<file path="src/rtl/mem_arb_pkg.sv">
// Shared types and constants for the memory-port arbiter.
//   state_e        : arbiter FSM states
//   owner_e        : which requester owns the current transaction
//   MAX_STREAK_DEF : default bound on consecutive LS grants while IF waits
package mem_arb_pkg;

    typedef enum logic [1:0] {
        IDLE  = 2'd0,
        ISSUE = 2'd1,
        WAIT  = 2'd2
    } state_e;

    typedef enum logic {
        OWN_IF = 1'b0,
        OWN_LS = 1'b1
    } owner_e;

    localparam int MAX_STREAK_DEF = 4;

endpackage

</file>
<file path="src/rtl/mem_arb_pick.sv">
// Winner selection for the memory-port arbiter plus the LS streak counter.
// Ports:
//   clk, reset : clock, synchronous active-high reset
//   if_req     : fetch request present
//   ls_req     : load/store request present
//   grant      : strobe, high in the cycle the FSM latches the winner
//   winner     : combinational choice between the two requesters
//   streak     : consecutive LS grants taken while IF was waiting
module mem_arb_pick
    import mem_arb_pkg::*;
#(
    parameter int MAX_STREAK = MAX_STREAK_DEF,
    localparam int SW = $clog2(MAX_STREAK + 1)
) (
    input  logic          clk,
    input  logic          reset,
    input  logic          if_req,
    input  logic          ls_req,
    input  logic          grant,
    output owner_e        winner,
    output logic [SW-1:0] streak
);

    localparam logic [SW-1:0] STREAK_MAX = SW'(MAX_STREAK);

    logic streak_full;
    assign streak_full = (streak == STREAK_MAX);

    // LS has priority unless IF has already been passed over MAX_STREAK
    // times in a row. With no request at all the value is unused.
    always_comb begin
        winner = OWN_LS;
        if (ls_req && !(if_req && streak_full)) begin
            winner = OWN_LS;
        end else if (if_req) begin
            winner = OWN_IF;
        end
    end

    // The streak only counts LS grants that actually made IF wait; any IF
    // grant, or an LS grant with no fetch pending, starts the count over.
    always_ff @(posedge clk) begin
        if (reset) begin
            streak <= '0;
        end else if (grant) begin
            if (winner == OWN_LS && if_req) begin
                if (!streak_full) begin
                    streak <= streak + 1'b1;
                end
            end else begin
                streak <= '0;
            end
        end
    end

endmodule

</file>
<file path="src/rtl/mem_arbiter.sv">
// Shares one memory port between instruction fetch (IF) and load/store (LS).
// One transaction is in flight at a time: IDLE picks an owner, ISSUE presents
// the request until memory accepts it, WAIT holds until the response.
//
// Handshake: a requester raises *_req with its fields and holds them stable
// until the cycle *_done is high; *_req still high in the following cycle is
// a new request. On the memory side mem_req is held with stable fields until
// a cycle with mem_ready=1, then exactly one mem_rvalid cycle completes it.
//
// Ports:
//   clk, reset                     : clock, synchronous active-high reset
//   if_req, if_addr                : fetch request (read only)
//   if_rdata, if_done              : fetch data, one-cycle completion pulse
//   ls_req, ls_we, ls_addr,
//   ls_wdata, ls_be                : load/store request
//   ls_rdata, ls_done              : load data, one-cycle completion pulse
//   mem_req, mem_we, mem_addr,
//   mem_wdata, mem_be              : request to memory (zero outside ISSUE)
//   mem_ready                      : memory accepts request this cycle
//   mem_rvalid, mem_rdata          : memory response (reads and writes)
module mem_arbiter
    import mem_arb_pkg::*;
#(
    parameter int ADDR_W     = 32,
    parameter int DATA_W     = 32,
    parameter int MAX_STREAK = MAX_STREAK_DEF
) (
    input  logic                clk,
    input  logic                reset,
    input  logic                if_req,
    input  logic [ADDR_W-1:0]   if_addr,
    output logic [DATA_W-1:0]   if_rdata,
    output logic                if_done,
    input  logic                ls_req,
    input  logic                ls_we,
    input  logic [ADDR_W-1:0]   ls_addr,
    input  logic [DATA_W-1:0]   ls_wdata,
    input  logic [DATA_W/8-1:0] ls_be,
    output logic [DATA_W-1:0]   ls_rdata,
    output logic                ls_done,
    output logic                mem_req,
    output logic                mem_we,
    output logic [ADDR_W-1:0]   mem_addr,
    output logic [DATA_W-1:0]   mem_wdata,
    output logic [DATA_W/8-1:0] mem_be,
    input  logic                mem_ready,
    input  logic                mem_rvalid,
    input  logic [DATA_W-1:0]   mem_rdata
);

    localparam int SW = $clog2(MAX_STREAK + 1);

    state_e        state, state_nxt;
    owner_e        owner, owner_nxt;
    owner_e        winner;
    logic          grant;
    logic [SW-1:0] streak;

    mem_arb_pick #(
        .MAX_STREAK (MAX_STREAK)
    ) u_pick (
        .clk    (clk),
        .reset  (reset),
        .if_req (if_req),
        .ls_req (ls_req),
        .grant  (grant),
        .winner (winner),
        .streak (streak)
    );

    always_ff @(posedge clk) begin
        if (reset) begin
            state <= IDLE;
            owner <= OWN_LS;
        end else begin
            state <= state_nxt;
            owner <= owner_nxt;
        end
    end

    always_comb begin
        state_nxt = state;
        owner_nxt = owner;
        grant     = 1'b0;
        mem_req   = 1'b0;
        mem_we    = 1'b0;
        mem_addr  = '0;
        mem_wdata = '0;
        mem_be    = '0;
        if_done   = 1'b0;
        ls_done   = 1'b0;
        case (state)
            IDLE: begin
                if (if_req || ls_req) begin
                    grant     = 1'b1;
                    owner_nxt = winner;
                    state_nxt = ISSUE;
                end
            end
            ISSUE: begin
                mem_req = 1'b1;
                if (owner == OWN_LS) begin
                    mem_we    = ls_we;
                    mem_addr  = ls_addr;
                    mem_wdata = ls_wdata;
                    mem_be    = ls_be;
                end else begin
                    // Fetch is always a full-word read.
                    mem_addr = if_addr;
                    mem_be   = '1;
                end
                if (mem_ready) begin
                    state_nxt = WAIT;
                end
            end
            WAIT: begin
                if (mem_rvalid) begin
                    if (owner == OWN_LS) begin
                        ls_done = 1'b1;
                    end else begin
                        if_done = 1'b1;
                    end
                    state_nxt = IDLE;
                end
            end
            default: begin
                state_nxt = IDLE;
            end
        endcase
    end

    // Read data is passed straight through; requesters qualify it with *_done.
    assign if_rdata = mem_rdata;
    assign ls_rdata = mem_rdata;

    // The streak counter must never run past its bound.
    always_ff @(posedge clk) begin
        if (!reset) begin
            assert (streak <= SW'(MAX_STREAK));
        end
    end

endmodule

</file>
<file path="config.mk">
export PLATFORM = sky130hd
export DESIGN_NAME = mem_arbiter
export DESIGN_NICKNAME = d
export VERILOG_FILES = /design/src/rtl/mem_arb_pkg.sv /design/src/rtl/mem_arb_pick.sv /design/src/rtl/mem_arbiter.sv
export SDC_FILE = /design/constraint.sdc
export NUM_CORES = 1
export LEC_CHECK = 0
export ABC_AREA = 1
export CORE_AREA = 5 5 103 105
export DETAILED_ROUTE_END_ITERATION = 10
export DIE_AREA = 0 0 108 110
export MAX_ROUTING_LAYER = met4
export PLACE_DENSITY_LB_ADDON = 0.1
export SETUP_SLACK_MARGIN = 0.5
export SYNTH_ARGS = -nofsm -noshare
export SYNTH_HDL_FRONTEND = slang
export SYNTH_SLANG_ARGS = --single-unit
</file>
<file path="constraint.sdc">
create_clock -name clk -period 1.17 [get_ports clk]
set_clock_uncertainty 0.2 [all_clocks]
set_input_delay 0.1755 -clock clk [delete_from_list [all_inputs] [get_ports clk]]
set_output_delay 0.1755 -clock clk [all_outputs]
set_load 0.02 [all_outputs]
</file>
==> metrics.txt, run 1 <==
ys async rst share=0%; Overflow after GRT=0; final cell count without fillers=~580; chip height=~110 um; via count=2342; Post-synth EDFFs=0; hpwl dp=6.58 mm; Hold Vio Cnt, Final=0; top cells by count, synth=nand2_1, buf_4, nor2_1; global-route wire length before repair=12.3 mm; syn_nets=452; number of global-route vias before repair=2369; R2R Path Start=state[1]$_SDFFE_PP0P_; post-layout util=47.3%; CTS buffer count=3; critical path buffer and inverter count=2; Crit Path Max Fanout=8; Rows=36; Synth Register Bits=6; final worst setup slack=-510 ps; Final min period=1680 ps; Root Buffer=clkbuf_8; failing checks=setup timing; Hold WC Path Type=primary input to primary output; CP required=790 ps; synthesized netlist cell count=311; DIE WIDTH=108 um; die area=11900 sq um; Post-Place Cells=558; vias per inst=4.05; I/O Pins=275; critical path depth=4; DP Worst Slack=-734 ps; IO Port Bufs=178; Worst path max stage delay=410 ps; hold buffer count at cts=0; Mapped Avg Cell Area=around 5.3 sq um; yosys warns=0; crit path cell chain=nand2_8 -> bufbuf_16 -> a21oi_4 -> buf_4; VDD IR max=0.623 mV; worst hold stages=0; kind of critical path=flip-flop to primary output; antenna violations before repair=0; core area=9550 sq um; overall routed net length=about 9 mm; first-pass iteration count of the detailed router=4; Synth area leaders=buf_4, nand2_1, nor2_1; layout net count=588; cell family with most CP delay=buffers and inverters; DR iter-0 viols=85; Hold Path Origin=mem_rdata[7]; CP Capture Type=primary output; clock slew at reported path FFs=about 40 ps; CTS tree=built; Sink Count=6; largest area contributor in the netlist=buf_4; P&R area growth vs syn=175%; Worst slew margin=between 80% and 90%; most common cell in the synthesized netlist=nand2_1; power per standard cell area=641 nW/um^2; period utilization=144%; Synth top area share=roughly 32%; startpoint type of the worst setup path=flip-flop; Max clock buf depth=2; GRT Total Usage=13.2%; fmax=595 MHz; drt drc=0; maxcap violations=0; Initial Utilization=17.2%; Routed WL per cell=15.5 um; Final Max Tran Viols=0; post-route ant nets=0; H-tree levels=1; Leakage=~1.8 nW; final setup fails=78; setup TNS=-32890 ps; slowest CP cell=dfxtp_4; Seq/Total Area, Yosys=7.31%; ratio of cells with drive above 1 in the final layout=52.6%; number of diodes=0; R2R cell count=8; Distinct cells, synth=16; Setup crit start=state[0]$_SDFFE_PP0P_; RSZ-0062 raised after global routing=yes; Netlist Area Pre-Place=~1600 sq um; outcome=complete, but fails checks; clk_lat worst skew=220 ps; Top FF cell, synth=dfxtp_1; worst-margin pin slew=227 ps; GPL Wtd Cong=between 0.7 and 0.8; CP arrival=approximately 1300 ps; largest net degree at the start of global routing=39
==> routing by layer <==
| layer | part of all wire, % | track usage, % | vias up |
|---|---|---|---|
| li1 | - | - | 1167 |
| met1 | 38 | 14.8 | 1067 |
| met2 | 53 | 24.3 | 99 |
| met3 | 7.5 | 2.80 | 9 |
| met4 | 1.2 | 2.80 | 0 |
| met5 | 0 | - | - |
==> cell usage in the layout (no fill, tap or decap), types with 2 or more instances in the layout <==
| cell | netlist | layout |
|---|---|---|
| inv_1 | 11 | 7 |
| nand3_1 | 7 | 7 |
| buf_12 | 0 | 7 |
| nor3_4 | 0 | 2 |
| a21oi_4 | 0 | 32 |
| nor2_4 | 0 | 42 |
| inv_4 | 0 | 2 |
| inv_2 | 2 | 2 |
| nand2_2 | 0 | 23 |
| dfxtp_4 | 0 | 2 |
| buf_4 | 71 | 26 |
| clkdlybuf4s50_1 | 0 | 106 |
| buf_2 | 9 | 4 |
| dfxtp_2 | 0 | 3 |
| nand2_4 | 1 | 10 |
| nor2_1 | 47 | 5 |
| clkbuf_16 | 0 | 6 |
| buf_6 | 2 | 58 |
| nand2_1 | 115 | 82 |
| clkbuf_8 | 0 | 3 |
| buf_16 | 0 | 4 |
| nand2_8 | 0 | 2 |
==> cells by family (layout without fill, tap and decap cells) <==
family / after synthesis / in the layout / synth area share (%)
adders and majority gates: 2 / 2 / 1.52
buffers and inverters: 95 / 228 / 39.5
AOI/OAI and AO/OA: 34 / 34 / 10.5
DFF: 6 / 6 / 7.31
and+or+nand+nor: 174 / 175 / 41.2
==> state kept, by name, summed over array words and instances, names as in the netlist <==
name / count
state: 2
owner: 1
u_pick.streak: 3
==> final timing paths <==
kind	to	slack [ps]
max reg2reg	state[1]$_SDFFE_PP0P_	-250
max	mem_addr[19]	-510
min reg2reg	u_pick.streak[0]$_SDFFE_PP0P_	330
min	if_rdata[7]	150
==> per-stage QoR <==
stage / power, mW / instance area, sq um / hold slack (ps)
after floorplan: 1.74 / 2730 / 37.2
after global placement: 2.21 / 3990 / 151
after detailed placement: 2.22 / 3990 / 151
after CTS: 2.69 / 4230 / 151
after global routing: 3.06 / 4520 / 151
final: 2.89 / 4520 / 151
==> worst register-to-register path, stage by stage, from the launching register on <==
cell and delay, ps:
dfxtp_2 340, clkinv_4 100, nand2_8 120, buf_12 120, buf_16 160, inv_6 40, buf_4 120, nand2_2 50
a21oi_2 50
==> power by group <==
group	total [mW]	switching, mW	internal [mW]
logic	2.33	1.11	1.22
registers	0.250	0.0290	0.221
clock network	0.318	0.0959	0.222
total	2.89	1.23	1.66
==> timing repair <==
| action | CTS | global route |
|---|---|---|
| gates resized for setup | 339 | 122 |
| setup endpoints to repair | 78 | 78 |
| cloned | 2 | 7 |
| pin swaps | 9 | 11 |
| endpoints found under the hold margin | 0 | 0 |
| buffers inserted | 7 | 1 |
==> final cells by class <==
class                      count  area [sq um]
clock buffer                   3          41.3
fill                         973          5030
inverter                      13          63.8
multi-input combinational    211          1750
sequential                     6           131
tap                          133           166
timing repair buffer         212          2360
Note: power is estimated with default switching activity, not from simulation.
==> run 2, diff against run 1 <==
--- a/config.mk
+++ b/config.mk
@@ -9,6 +9,7 @@
 export CORE_AREA = 5 5 103 105
 export DETAILED_ROUTE_END_ITERATION = 10
 export DIE_AREA = 0 0 108 110
+export GPL_TIMING_DRIVEN = 0
 export MAX_ROUTING_LAYER = met4
 export PLACE_DENSITY_LB_ADDON = 0.1
 export SETUP_SLACK_MARGIN = 0.5
==> run 2 against run 1 <==
Compared with the run above: largest power group unchanged; critical path depth up 2; setup slack worse by 6.9 ps; utilization up 20 points; the flow still finishes with violations (setup timing); routed wire length up 27%; die area unchanged; non-clock buffer count up 145; global-route usage up 4.0 points; via count up 26%; flip-flop and latch count unchanged.
==> metrics.txt, run 2 (synthesized netlist as in run 1, its figures left out) <==
maxcap violations=0 (unchanged); H-tree levels=1 (unchanged); clock slew at reported path FFs=40 ps (about the same); vias per inst=4.07 (was 4.05); largest net degree at the start of global routing=11 (was 39); Max clock buf depth=2 (unchanged); final worst setup slack=-517 ps (was -510 ps); CTS buffer count=3 (unchanged); clk_lat worst skew=230 ps (was 220 ps); Overflow after GRT=0 (unchanged); failing checks=setup timing (unchanged); Root Buffer=clkbuf_8 (unchanged); kind of critical path=flip-flop to primary output (unchanged); Leakage=2.79 nW (was 1.84 nW); outcome=complete, but fails checks (unchanged); most frequent cells in the layout=buf_6, clkdlybuf4s50_1, nand2_1, nand2_2, nor2_4 (was clkdlybuf4s50_1, nand2_1, buf_6, nor2_4, a21oi_4); startpoint type of the worst setup path=flip-flop (unchanged); hpwl dp=8.88 mm (was 6.58 mm); via count=2945 (was 2342); Hold Vio Cnt, Final=0 (unchanged); DIE WIDTH=108 um (unchanged); antenna violations before repair=0 (unchanged); core area=9550 sq um (unchanged); fmax=593 MHz (was 595 MHz); first-pass iteration count of the detailed router=4 (unchanged); IO Port Bufs=242 (was 178); CP arrival=1310 ps (was 1300 ps); CP Capture Type=primary output (unchanged); die area=11900 sq um (unchanged); setup TNS=-35200 ps (was -32890 ps); Routed WL per cell=15.8 um (was 15.5 um); worst-margin pin slew=215 ps (was 227 ps); ratio of cells with drive above 1 in the final layout=69.2% (was 52.6%); critical path buffer and inverter count=4 (was 2); Post-Place Cells=686 (was 558); Crit Path Max Fanout=11 (was 8); VDD IR max=0.542 mV (was 0.623 mV); DR iter-0 viols=68 (was 85); area taken by multi-input logic gates=1850 sq um (was 1750 sq um); Hold WC Path Type=primary input to primary output (unchanged); Largest regs=u_pick.streak (3), state (2), owner (1) (unchanged); Worst slew margin=85.7% (was 84.8%); final cell count without fillers=723 (was 578); total chip power=3.81 mW (was 2.89 mW); post-route ant nets=0 (unchanged); area taken by flip-flops and latches=134 sq um (was 131 sq um); layout net count=733 (was 588); power per standard cell area=594 nW/um^2 (was 641 nW/um^2); Top reg by flops=u_pick.streak (unchanged); crit path cell chain=inv_4 -> buf_12 -> clkbuf_16 -> nand2_2 -> a21oi_4 -> buf_6 (was nand2_8 -> bufbuf_16 -> a21oi_4 -> buf_4); global-route wire length before repair=15.7 mm (was 12.3 mm); fill count=771 (was 973); GRT Total Usage=17.2% (was 13.2%); period utilization=144% (about the same); Initial Utilization=17.2% (unchanged); Rows=36 (unchanged); P&R area growth vs syn=290% (was 175%); chip height=110 um (unchanged); CP required=790 ps (about the same); I/O Pins=275 (unchanged); CTS tree=built (unchanged); cell family with most CP delay=buffers and inverters (unchanged); final setup fails=77 (was 78); number of diodes=0 (unchanged); Final min period=1690 ps (was 1680 ps); most common cell after layout, fill and taps aside=buf_6 (was clkdlybuf4s50_1); number of global-route vias before repair=3002 (was 2369); drt drc=0 (unchanged); number of flip-flops in the largest register=3 (unchanged); Sink Count=6 (unchanged); slowest CP cell=dfxtp_4 (unchanged); Worst path max stage delay=370 ps (was 410 ps); Final Max Tran Viols=0 (unchanged); RSZ-0062 raised after global routing=yes (unchanged); DP Worst Slack=-774 ps (was -734 ps); overall routed net length=11.4 mm (was 8.97 mm); GPL Wtd Cong=0.805 (was 0.768)
## run 2: stage by stage
step | area [sq um] | hold WS, ps | utilization, %
floorplan | 2730 | 37.2 | -
global route | 6420 | 321 | 67.2
global placement | 5320 | 312 | 55.7
detailed placement | 5320 | 313 | 55.7
finish | 6420 | 317 | 67.2
CTS | 6010 | 318 | 63.0
## run 2: final timing paths
path              depth (start not counted)  slack, ps                     startpoint                            end
setup reg to reg                          9       -340          state[0]$_SDFFE_PP0P_  u_pick.streak[1]$_SDFFE_PP0P_
hold / removal                            2        320                  mem_rdata[25]                   if_rdata[25]
setup / recovery                          6       -520             owner$_SDFFE_PP1P_                   mem_addr[11]
hold reg to reg                           4        330  u_pick.streak[0]$_SDFFE_PP0P_  u_pick.streak[0]$_SDFFE_PP0P_
## run 2: area by class of cell
type                            instances  area share (%)
Sequential cell                         6            2.09
Buffer                                 82            16.0
Timing Repair Buffer                  275            48.7
Tap cell                              133            2.59
Multi-Input combinational cell        211            28.9
Inverter                               13            1.03
Clock buffer                            3           0.644
## run 2: power breakdown
part / switching (mW) / leakage [nW] / internal (mW) / total (mW)
sequential: 0.0246 / 0.0513 / 0.220 / 0.244
combinational: 1.43 / 2.72 / 1.80 / 3.23
clock: 0.112 / 0.0216 / 0.223 / 0.335
## run 2: routing by layer
| metal | global-route usage (%) | vias to the layer above | part of all wire, % |
|---|---|---|---|
| li1 | - | 1462 | - |
| met1 | 17.1 | 1347 | 33 |
| met2 | 34.9 | 129 | 59 |
| met3 | 4.08 | 7 | 7.9 |
| met4 | 2.16 | 0 | 0.60 |
| met5 | - | - | 0 |
## run 2: what timing repair did
action                                  4_1_cts  5_1_grt
gates cloned                                  7        4
pin swaps                                    12       23
hold buffers                                  0        0
endpoints found under the setup margin      142      142
gates resized for setup                     880       49
hold endpoints to repair                      0        0
buffers inserted                             10       13
==> run 3, diff against run 2 <==
--- a/config.mk
+++ b/config.mk
@@ -13,6 +13,7 @@
 export MAX_ROUTING_LAYER = met4
 export PLACE_DENSITY_LB_ADDON = 0.1
 export SETUP_SLACK_MARGIN = 0.5
+export SKIP_LAST_GASP = 1
 export SYNTH_ARGS = -nofsm -noshare
 export SYNTH_HDL_FRONTEND = slang
 export SYNTH_SLANG_ARGS = --single-unit
==> run 3 against run 2 <==
Compared with the run above: non-clock buffer count decreased by 2; critical path type unchanged; sequential share of layout area hardly changed; flip-flop and latch count is the same; the flow still finishes with violations (setup timing).
==> metrics.txt, run 3 (synthesized netlist as in run 1, its figures left out) <==
CP arrival=1310 ps (about the same); slowest CP cell=dfxtp_4 (unchanged); number of global-route vias before repair=2975 (was 3002); first-pass iteration count of the detailed router=4 (unchanged); die area=11900 sq um (unchanged); power per standard cell area=589 nW/um^2 (was 594 nW/um^2); number of flip-flops in the largest register=3 (unchanged); Max clock buf depth=2 (unchanged); hold endpoint=if_rdata[25] (unchanged); Hold WC Path Type=primary input to primary output (unchanged); Worst R2R End=u_pick.streak[1]$_SDFFE_PP0P_ (unchanged); Largest regs=u_pick.streak (3), state (2), owner (1) (unchanged); I/O Pins=275 (unchanged); Post-Place Cells=686 (unchanged); clock slew at reported path FFs=40 ps (about the same); Setup crit start=state[1]$_SDFFE_PP0P_ (was owner$_SDFFE_PP1P_); CTS tree=built (unchanged); crit path cell chain=inv_8 -> nand2_8 -> buf_12 -> buf_12 -> nor2_4 -> buf_6 (was inv_4 -> buf_12 -> clkbuf_16 -> nand2_2 -> a21oi_4 -> buf_6); worst-margin pin slew=220 ps (was 215 ps); final setup fails=77 (unchanged); worst hold stages=2 (unchanged); ratio of cells with drive above 1 in the final layout=68.5% (was 69.2%); antenna violations before repair=0 (unchanged); Hold Path Origin=mem_rdata[25] (unchanged); chip height=110 um (unchanged); Worst slew margin=85.3% (was 85.7%); Hold Vio Cnt, Final=0 (unchanged); Top reg by flops=u_pick.streak (unchanged); DR iter-0 viols=80 (was 68); total chip power=3.79 mW (was 3.81 mW); failing checks=setup timing (unchanged); largest net degree at the start of global routing=11 (unchanged); hpwl dp=8.88 mm (unchanged); most common cell after layout, fill and taps aside=buf_6 (unchanged); GPL Wtd Cong=0.805 (unchanged); kind of critical path=flip-flop to primary output (unchanged); overall routed net length=11.4 mm (about the same); fill count=780 (was 771); Crit Path Max Fanout=10 (was 11); number of diodes=0 (unchanged); global-route wire length before repair=15.6 mm (was 15.7 mm); vias per inst=4.05 (was 4.07); CTS buffer count=3 (unchanged); H-tree levels=1 (unchanged); final worst setup slack=-516 ps (was -517 ps); post-route ant nets=0 (unchanged); Routed WL per cell=15.8 um (about the same); Final Max Tran Viols=0 (unchanged); startpoint type of the worst setup path=flip-flop (unchanged); final cell count without fillers=721 (was 723); P&R area growth vs syn=291% (was 290%); most frequent cells in the layout=buf_6, clkdlybuf4s50_1, nand2_1, nor2_4, a21oi_4 (was buf_6, clkdlybuf4s50_1, nand2_1, nand2_2, nor2_4); clk_lat worst skew=230 ps (about the same); Root Buffer=clkbuf_8 (unchanged); CP most frequent cell=buf_12; Final min period=1690 ps (about the same); internal reg-to-reg setup slack=-330 ps (was -340 ps); IO Port Bufs=242 (unchanged); DIE WIDTH=108 um (unchanged); Overflow after GRT=0 (unchanged); Sink Count=6 (unchanged); Rows=36 (unchanged); CP Capture Type=primary output (unchanged); RSZ-0062 raised after global routing=yes (unchanged); core area=9550 sq um (unchanged); Leakage=2.84 nW (was 2.79 nW); maxcap violations=0 (unchanged); period utilization=144% (about the same); layout net count=731 (was 733); Worst path max stage delay=360 ps (was 370 ps); outcome=complete, but fails checks (unchanged); Initial Utilization=17.2% (unchanged); GRT Total Usage=17.1% (was 17.2%); R2R Path Start=state[0]$_SDFFE_PP0P_ (unchanged); R2R cell count=9 (unchanged); fmax=593 MHz (about the same); VDD IR max=0.602 mV (was 0.542 mV); CP required=790 ps (about the same); via count=2917 (was 2945); drt drc=0 (unchanged)
==> run 3: cell count changes in the layout (fill, tap and decap cells not counted) <==
| cell | previous run | this run |
|---|---|---|
| nand2_2 | 43 | 28 |
| nand2_4 | 14 | 27 |
| buf_6 | 207 | 204 |
| nor2_4 | 43 | 40 |
| nand2_1 | 58 | 60 |
| nor2_2 | 1 | 3 |
| buf_16 | 5 | 4 |
| buf_4 | 12 | 13 |
| clkbuf_16 | 4 | 5 |
| nor2_1 | 4 | 5 |
==> run 3: where the power goes <==
part / internal [mW] / leakage (nW) / switching (mW)
Sequential: 0.220 / 0.0513 / 0.0253
Combinational: 1.78 / 2.76 / 1.44
Clock: 0.222 / 0.0216 / 0.106
==> run 3: area by class of cell <==
class / count / area [sq um] / area share [%]
clock buffers: 3 / 41.3 / 0.642
plain buffers: 82 / 1020 / 15.9
inverters: 13 / 66.3 / 1.03
multi-input cells: 211 / 1900 / 29.5
flip-flops and latches: 6 / 134 / 2.08
well taps: 133 / 166 / 2.59
repair buffers: 273 / 3100 / 48.3
==> run 3: through the flow <==
step           setup TNS, ps  setup WS [ps]  instance area, sq um  util, %  hold WS [ps]
6_report              -34800           -516                  6430     67.3           317
5_1_grt               -38280           -558                  6430     67.3           321
4_1_cts               -35750           -544                  5770     60.4           318
3_5_place_dp          -54590           -774                  5320     55.7           313
3_3_place_gp          -53570           -768                  5320     55.7           312
2_1_floorplan          -4150           -101                  2730        -          37.2
==> run 3: metal layers <==
metal / global-route usage [%] / vias to the layer above / routed length, um
met5: - / - / 0
met4: 2.16 / 0 / 50
met3: 3.96 / 4 / 867
met1: 17.5 / 1331 / 3810
met2: 34.1 / 127 / 6680
li1: - / 1455 / -
==> run 3: critical path, delay by kind of cell (launching register included) <==
family	cells	cell delay (ps)
AND/OR/NAND/NOR	2	210
buffers and inverters	4	500
flip-flops	1	360
==> run 3: what timing repair did <==
item,4_1_cts,5_1_grt
hold buffers,0,0
setup buffers,10,10
setup endpoints to repair,142,142
resized for setup,809,123
pin swaps,10,30
cloned,7,5
==> run 3: how the worst max path moves through the flow <==
stage,endpoint,slack [ps],cells past startpoint
3_3_place_gp,mem_addr[20],-770,4
2_1_floorplan,mem_addr[10],-100,5
4_1_cts,mem_addr[17],-540,6
5_1_grt,mem_wdata[25],-560,6
6_report,mem_wdata[10],-520,6
3_5_place_dp,mem_addr[22],-770,4
